===== src/rtl/image_stream_pkg.sv =====
// Shared types and constants for the image UART streamer.
package image_stream_pkg;

    typedef enum logic [2:0] {
        IDLE,
        FETCH,
        LOAD,
        START_BIT,
        DATA_BITS,
        STOP_BIT,
        DONE
    } stream_state_t;

    localparam int unsigned UART_DATA_BITS = 8;
    localparam logic        TX_IDLE        = 1'b1;

endpackage


===== src/rtl/image_uart_streamer_uart_tx_serializer.sv =====
// 8N1 UART transmitter: start bit, eight data bits LSB-first, stop bit.
// A byte is accepted on load_i while idle; frame_done_o pulses in the last stop-bit cycle.
module uart_tx_serializer
    import image_stream_pkg::*;
#(
    parameter int unsigned CLKS_PER_BIT = 434
) (
    input  logic       clk_i,
    input  logic       rst_i,
    input  logic       load_i,
    input  logic [7:0] data_i,
    output logic       busy_o,
    output logic       bit_end_o,
    output logic       last_bit_o,
    output logic       frame_done_o,
    output logic       tx_o
);

    localparam int unsigned CntW = $clog2(CLKS_PER_BIT);

    stream_state_t  phase_q, phase_d;
    logic [CntW-1:0] cnt_q, cnt_d;
    logic [2:0]      bit_idx_q, bit_idx_d;
    logic [7:0]      shift_q, shift_d;
    logic            tx_q, tx_d;

    assign bit_end_o    = (phase_q != IDLE) && (cnt_q == CntW'(CLKS_PER_BIT - 1));
    assign last_bit_o   = (bit_idx_q == 3'(UART_DATA_BITS - 1));
    assign frame_done_o = (phase_q == STOP_BIT) && bit_end_o;
    assign busy_o       = (phase_q != IDLE);
    assign tx_o         = tx_q;

    // Bit-period sequencing; tx_d follows the next phase so tx is aligned with the phase flop.
    always_comb begin
        phase_d   = phase_q;
        cnt_d     = cnt_q;
        bit_idx_d = bit_idx_q;
        shift_d   = shift_q;
        tx_d      = tx_q;
        unique case (phase_q)
            IDLE: begin
                tx_d = TX_IDLE;
                if (load_i) begin
                    phase_d = START_BIT;
                    shift_d = data_i;
                    cnt_d   = '0;
                    tx_d    = 1'b0;
                end
            end
            START_BIT: begin
                if (bit_end_o) begin
                    phase_d   = DATA_BITS;
                    cnt_d     = '0;
                    bit_idx_d = '0;
                    tx_d      = shift_q[0];
                end else begin
                    cnt_d = cnt_q + CntW'(1);
                end
            end
            DATA_BITS: begin
                if (bit_end_o) begin
                    cnt_d   = '0;
                    shift_d = shift_q >> 1;
                    if (last_bit_o) begin
                        phase_d = STOP_BIT;
                        tx_d    = TX_IDLE;
                    end else begin
                        bit_idx_d = bit_idx_q + 3'd1;
                        tx_d      = shift_q[1];
                    end
                end else begin
                    cnt_d = cnt_q + CntW'(1);
                end
            end
            STOP_BIT: begin
                tx_d = TX_IDLE;
                if (bit_end_o) begin
                    phase_d = IDLE;
                    cnt_d   = '0;
                end else begin
                    cnt_d = cnt_q + CntW'(1);
                end
            end
            default: begin
                phase_d = IDLE;
                cnt_d   = '0;
                tx_d    = TX_IDLE;
            end
        endcase
    end

    // Serializer state registers with synchronous reset.
    always_ff @(posedge clk_i) begin
        if (rst_i) begin
            phase_q   <= IDLE;
            cnt_q     <= '0;
            bit_idx_q <= '0;
            shift_q   <= '0;
            tx_q      <= TX_IDLE;
        end else begin
            phase_q   <= phase_d;
            cnt_q     <= cnt_d;
            bit_idx_q <= bit_idx_d;
            shift_q   <= shift_d;
            tx_q      <= tx_d;
        end
    end

endmodule


===== src/rtl/image_uart_streamer.sv =====
// Streams NUM_BYTES bytes of the processed-image memory over a UART 8N1 line.
// The fetch FSM walks addresses 0..NUM_BYTES-1; uart_tx_serializer shapes each frame.
module image_uart_streamer
    import image_stream_pkg::*;
#(
    parameter int unsigned CLKS_PER_BIT = 434,
    parameter int unsigned ADDR_W       = 32,
    parameter int unsigned NUM_BYTES    = 65536
) (
    input  logic              clk,
    input  logic              rst,
    input  logic              start,
    output logic [ADDR_W-1:0] rd_addr,
    input  logic [7:0]        rd_data,
    output logic              tx,
    output logic              busy,
    output logic              done
);

    stream_state_t     state_q, state_d;
    logic [ADDR_W-1:0] rd_addr_q, rd_addr_d;
    logic              busy_q, busy_d;
    logic              done_q, done_d;

    logic ser_load;
    logic ser_busy;
    logic ser_bit_end;
    logic ser_last_bit;
    logic ser_frame_done;

    uart_tx_serializer #(
        .CLKS_PER_BIT(CLKS_PER_BIT)
    ) u_serializer (
        .clk_i       (clk),
        .rst_i       (rst),
        .load_i      (ser_load),
        .data_i      (rd_data),
        .busy_o      (ser_busy),
        .bit_end_o   (ser_bit_end),
        .last_bit_o  (ser_last_bit),
        .frame_done_o(ser_frame_done),
        .tx_o        (tx)
    );

    assign rd_addr = rd_addr_q;
    assign busy    = busy_q;
    assign done    = done_q;

    // Fetch FSM next state; the send states track the serializer's bit-period strobes.
    always_comb begin
        state_d   = state_q;
        rd_addr_d = rd_addr_q;
        busy_d    = busy_q;
        done_d    = 1'b0;
        ser_load  = 1'b0;
        unique case (state_q)
            IDLE: begin
                rd_addr_d = '0;
                busy_d    = 1'b0;
                if (start) begin
                    state_d = FETCH;
                    busy_d  = 1'b1;
                end
            end
            FETCH: state_d = LOAD;
            LOAD: begin
                ser_load = !ser_busy;
                state_d  = START_BIT;
            end
            START_BIT: begin
                if (ser_bit_end) state_d = DATA_BITS;
            end
            DATA_BITS: begin
                if (ser_bit_end && ser_last_bit) state_d = STOP_BIT;
            end
            STOP_BIT: begin
                if (ser_frame_done) begin
                    if (rd_addr_q == ADDR_W'(NUM_BYTES - 1)) begin
                        state_d = DONE;
                        done_d  = 1'b1;
                    end else begin
                        rd_addr_d = rd_addr_q + ADDR_W'(1);
                        state_d   = FETCH;
                    end
                end
            end
            DONE: begin
                state_d   = IDLE;
                busy_d    = 1'b0;
                rd_addr_d = '0;
            end
            default: begin
                state_d   = IDLE;
                busy_d    = 1'b0;
                rd_addr_d = '0;
            end
        endcase
    end

    // FSM and registered outputs with synchronous reset.
    always_ff @(posedge clk) begin
        if (rst) begin
            state_q   <= IDLE;
            rd_addr_q <= '0;
            busy_q    <= 1'b0;
            done_q    <= 1'b0;
        end else begin
            state_q   <= state_d;
            rd_addr_q <= rd_addr_d;
            busy_q    <= busy_d;
            done_q    <= done_d;
        end
    end

endmodule


===== config.mk =====
export PLATFORM = sky130hd
export DESIGN_NAME = image_uart_streamer
export DESIGN_NICKNAME = d
export VERILOG_FILES = /design/src/rtl/image_stream_pkg.sv /design/src/rtl/image_uart_streamer_uart_tx_serializer.sv /design/src/rtl/image_uart_streamer.sv
export SDC_FILE = /design/constraint.sdc
export NUM_CORES = 1
export LEC_CHECK = 0
export CORE_ASPECT_RATIO = 2
export CORE_MARGIN = 2
export CORE_UTILIZATION = 55
export CTS_CLUSTER_DIAMETER = 80
export DETAILED_ROUTE_END_ITERATION = 10
export HOLD_SLACK_MARGIN = 0.1
export PLACE_DENSITY = 0.86
export REMOVE_ABC_BUFFERS = 1
export SLEW_MARGIN = 20
export SYNTH_ARGS = -nofsm -noshare
export SYNTH_HDL_FRONTEND = slang
export SYNTH_HIERARCHICAL = 1
export SYNTH_SLANG_ARGS = --single-unit

===== constraint.sdc =====
create_clock -name clk -period 2.9 [get_ports clk]
set_input_delay 0.58 -clock clk [delete_from_list [all_inputs] [get_ports clk]]
set_output_delay 0.58 -clock clk [all_outputs]
set_load 0.05 [all_outputs]

# [Word-level counts from Yosys, hierarchy flattened]
# Cells that the tools add are included.
[word_totals] word_cells=88 output_inout_bits=35 register_bits=61 inputBits=11
[op_classes] bitwise=3 n_addsub=3 n_reduce_logical=19 n_mux=32 eq_ne=22
[ops] operator="2-to-1 mux 32 bit" n=2
[ops] operator="case mux 32 bit (2 select lines)" n=1
[ops] operator="2-to-1 mux 3 bit" n=11
[ops] operator="adder 32 x 1 -> 32 bit (second input constant)" n=1
[ops] operator="equality test 32 x 16 -> 1 bit (second input constant)" n=1
[ops] operator="inequality test 2 bit (second input constant)" n=11
[ops] operator="2-to-1 mux 9 bit" n=2
[ops] operator="case mux 3 bit (6 select lines)" n=1
[ops] operator="case mux 9 bit (2 select lines)" n=1
[ops] operator="2-to-1 mux 8 bit" n=2
[ops] operator="case mux 8 bit (2 select lines)" n=1
[ops] operator="equality test 3 bit (second input constant)" n=5
[ops] operator="case mux 3 bit (4 select lines)" n=1
[ops] operator="adder 9 x 1 -> 9 bit (second input constant)" n=1
[ops] operator="equality test 3 x 2 -> 1 bit (second input constant)" n=3
[ops] operator="equality test 9 bit (second input constant)" n=1
[ops] operator="AND reduction 4 bit" n=2
[ops] operator="2-to-1 mux 1 bit" n=7
[ops] operator="zero test 3 bit" n=2
[ops] operator="case mux 3 bit (2 select lines)" n=1
[ops] operator="AND reduction 3 bit" n=2
[ops] operator="OR reduction 3 bit" n=2
[ops] operator="AND reduction 5 bit" n=1
[ops] operator="OR reduction 5 bit" n=1
[ops] operator="11 further kinds" n=16

# [Logic depth before layout (Yosys ltp)]
[depth] depth_word=5 mapped_depth=14

# [Cells and area by module]
# The synthesis kept the hierarchy.
[by_module_without_submodules] mod="image_uart_streamer" cells_per_inst=265 area_each_um2=2102.0 instances=1
[by_module_without_submodules] mod="uart_tx_serializer" cells_per_inst=141 area_each_um2=1311.3 instances=1

# [Least setup slack after synthesis]
# Ideal clock, no wire load.
[synth_timing] path_kind="register -> register" from="register rd_addr_q[0], in the netlist rd_addr[0]" to="register rd_addr_q[17], in the netlist rd_addr[17]" required_time_ns=2.767 setup_slack_ns=0.312 arrival_ns=2.455 path_stages_with_launch=10 path_buffers=2 path_cell_list="dfxtp_1 ha_1 and3_2 nand4_4 or3_1 buf_2 a41o_1 buf_6 a31oi_1 a211oi_2"
[synth_via] elab_chain_cells=4
[synth_lines] item="start, declared" line="image_uart_streamer.sv:21" rtl="logic [ADDR_W-1:0] rd_addr_q, rd_addr_d;"
[synth_lines] item="start signal, assigned" line="image_uart_streamer.sv:109" rtl="rd_addr_q <= rd_addr_d;"
[synth_lines] item="adder 32 x 1 -> 32 bit" line="image_uart_streamer.sv:82" rtl="rd_addr_d = rd_addr_q + ADDR_W'(1);"
[synth_lines] item="2-to-1 mux 32 bit" line="image_uart_streamer.sv:78" rtl="if (rd_addr_q == ADDR_W'(NUM_BYTES - 1)) begin"
[synth_lines] item="2-to-1 mux 32 bit" line="image_uart_streamer.sv:77" rtl="if (ser_frame_done) begin"
[synth_lines] item="case mux 32 bit (2 select lines)" line="image_uart_streamer.sv:56" rtl="unique case (state_q)"
# Parallel ways exist; a longest one is shown, timed or not. The select of a mux whose other input is x is not followed.
# A chain may end at the register's enable or synchronous reset.

# [Final worst setup path]
[layout_timing] from="register u_serializer.cnt_q[3]" to="register rd_addr_q[10], in the netlist rd_addr[10]"
[layout_via] elab_chain_cells=5
[layout_lines] item="start, declared" line="image_uart_streamer_uart_tx_serializer.sv:22" rtl="logic [CntW-1:0] cnt_q, cnt_d;"
[layout_lines] item="start signal, assigned" line="image_uart_streamer_uart_tx_serializer.sv:102" rtl="cnt_q <= cnt_d;"
[layout_lines] item="equality test 9 bit" line="image_uart_streamer_uart_tx_serializer.sv:27" rtl="assign bit_end_o = (phase_q != IDLE) && (cnt_q == CntW'(CLKS_PER_BIT - 1));"
[layout_lines] item="logical AND 1 bit" line="image_uart_streamer_uart_tx_serializer.sv:27"
[layout_lines] item="logical AND 1 bit" line="image_uart_streamer_uart_tx_serializer.sv:29" rtl="assign frame_done_o = (phase_q == STOP_BIT) && bit_end_o;"
[layout_lines] item="named net ser_frame_done" line="image_uart_streamer.sv:29" rtl="logic ser_frame_done;"
[layout_lines] item="inequality test 2 bit (no source line)"
[layout_lines] item="AND reduction 3 bit (no source line)"
# The timed path passes the listed nets, and every way through them passes these cells.

==> out/results.tsv <==
metric	value	unit
status	finished clean	
fp.dieH	115	um
fillers	462	
n_antenna_cell	0	
wl_per_cell	18.5	um
drc_errors	0	
start_kind	register	
cts-buffers-inserted	9	
grt_max_degree	23	
synthTopCellsByArea	dfxtp_1 36%, a21oi_1 5.0%, nor2_1 4.2%	
gr-total-overflow	0	
crit_arrival	2.83	ns
synthCells	406	
die_w	59.7	um
cp_slowest_cell	and4bb_2	
drv_cap	0	
hold_viol	0	
grt_pass1_wl	16.0	mm
tightest_slew	0.549	ns
clock-sinks	61	
clk_pin_slew	0.05	ns
drt-total-wl	9.63	mm
hold_class	reg2reg	
std_cell_rows	40	
yosys_warnings	6	
portBuffers	45	
yosysMostFrequentCell	dfxtp_1	
yosys.area.top_type_share	0.358	
fin_worst_skew	0.00678	ns
timing.slew.headroom	0.631	
gr-usage-all-layers	0.303	
synth.top_cells.by_count	61 x dfxtp_1, 38 x nor2_1, 34 x a21oi_1, 31 x nand2_1, 22 x nand3_1	
post-cts-setup-buffers	0	
initial_utilization	0.568	
final_area	0.00426	mm^2
powerDensity	529	mW/mm^2
reg2reg_slack	0.30	ns
cts_hold_buffers	0	
synth_top_area_cell	dfxtp_1	
synth_edf_count	0	
end_kind	register	
final_nets	469	
antenna_found_initial	0	
multi_input_area	0.00206	mm^2
cts_tree	yes	
min_from	u_serializer/tx_o	
synth_top_flop_cell	dfxtp_1	
io_pins	46	
clock_latency	0.33	ns
die_area	0.00689	mm^2
h-tree-depth	3	
root_buffer	clkbuf_16	
post_cts_resized	0	
synth_cell_type_count	68	
dpl.hpwl	6.85	mm
tns	0	ns
grt_pass1_vias	3463	
drtPass1Iterations	5	
r2r_start	u_serializer/cnt_q[3]	
fin_crit_sh	0.895	
path_class	reg2reg	
drt_iter0_drc	392	
place.gp.congestion	0.943	
register_area	0.00122	mm^2
synth_async_sr_flop_share	0	
cp-startpoint	u_serializer/cnt_q[3]	
crit_fanout	11	
fin_hold_ws	0.470	ns
num_vias	3457	
clock_path_buffers	2	
vias_per_cell	6.64	
fin_util	0.710	
crit_path_cell_trace	and4bb_2 -> and2_1 -> and3_1 -> buf_4 -> a41o_1 -> nand2_1 -> o31ai_1	
synth_area_per_cell	8.41	um^2
ys_seq_area_frac	0.358	
drive_above_1_share	0.111	
synth-seq-cells	61	
core_area	0.00601	mm^2
slew_violations	0	
cpPeakStageDelay	0.47	ns
syn_area	0.00341	mm^2
leakage	1.53	nW
placed_cell_area	0.00394	mm^2
totalPowerFinal	2.26	mW
rsz0062_at_grt	false	
layout_min_cycle_time	2.60	ns
ir_drop	0.000393	V
setup_violations	0	
max_freq	385	MHz
crit_required	3.13	ns
ant_nets	0	
area_growth	24.9	%
==> logic make-up after synthesis <==
logic type      after synthesis  synth area share
mux                          10            0.0293
compound gates              120             0.241
buf+inv                      29            0.0396
simple gates                174             0.296
fa+ha+maj                     5            0.0183
xor+xnor                      7            0.0180
flops                        61             0.358
==> cell usage in the layout (no fill, tap or decap), drive strengths merged, types with 5 or more instances in the layout <==
cell,n
dfxtp,61
clkdlybuf4s50,45
nor2,39
a21oi,34
o21ai,33
nand2,31
nand3,22
buf,14
a211oi,13
clkbuf,12
mux2i,10
and3,10
nor2b,9
nand4,9
nor3,8
inv,6
nand2b,6
or3,6
a31oi,6
and2,6
nor4,6
a41oi,6
ha,5
xor2,5
o31ai,5
a22oi,5
==> layer usage <==
metal / track usage / routed length, um / vias up / share of wire
li1: - / - / 1617 / -
met4: 0.215 / 541 / 0 / 0.056
met2: 0.525 / 5170 / 179 / 0.54
met1: 0.308 / 3420 / 1612 / 0.35
met5: 0 / 0 / - / 0
met3: 0.0603 / 506 / 49 / 0.053
==> sequential cells by signal (all words and copies together) (netlist names) <==
name,count
busy,1
u_serializer/shift_q,8
u_serializer/phase_q,3
done,1
u_serializer/cnt_q,9
u_serializer/tx_o,1
state_q,3
u_serializer/bit_idx_q,3
rd_addr,32
==> final timing paths <==
path	endpoint	cells past startpoint
worst min-delay path	u_serializer/tx_o	1
worst max-delay path	rd_addr[10]	7
worst min register to register	u_serializer/tx_o	1
worst max register to register	rd_addr[10]	7
==> per-stage QoR <==
| step | setup slack [ns] | std cells |
|---|---|---|
| 5_1_grt | 0.101 | 521 |
| 6_report | 0.304 | 521 |
| 2_1_floorplan | 0.238 | 383 |
| 3_5_place_dp | 0.411 | 505 |
| 3_3_place_gp | 0.474 | 505 |
| 4_1_cts | 0.344 | 521 |
==> layout make-up <==
type	count	share of cell area
clock buffer	12	0.0602
clock inverter	4	0.0164
inverter	6	0.00528
multi-input combinational	316	0.483
sequential	61	0.287
tap	63	0.0185
timing repair buffer	59	0.130
==> power breakdown <==
part | switching, mW | internal [mW] | total [mW]
clock | 0.378 | 0.796 | 1.17
combinational | 0.116 | 0.0779 | 0.194
sequential | 0.0257 | 0.862 | 0.888
total | 0.520 | 1.74 | 2.26
==> worst max-delay path: cells and delay by family, from the launching register on <==
family,cells,cell delay (ns)
compound gates,2,0.80
simple gates,4,1.16
flops,1,0.37
buf+inv,1,0.17
No activity file was read; power rests on OpenSTA's default activity.
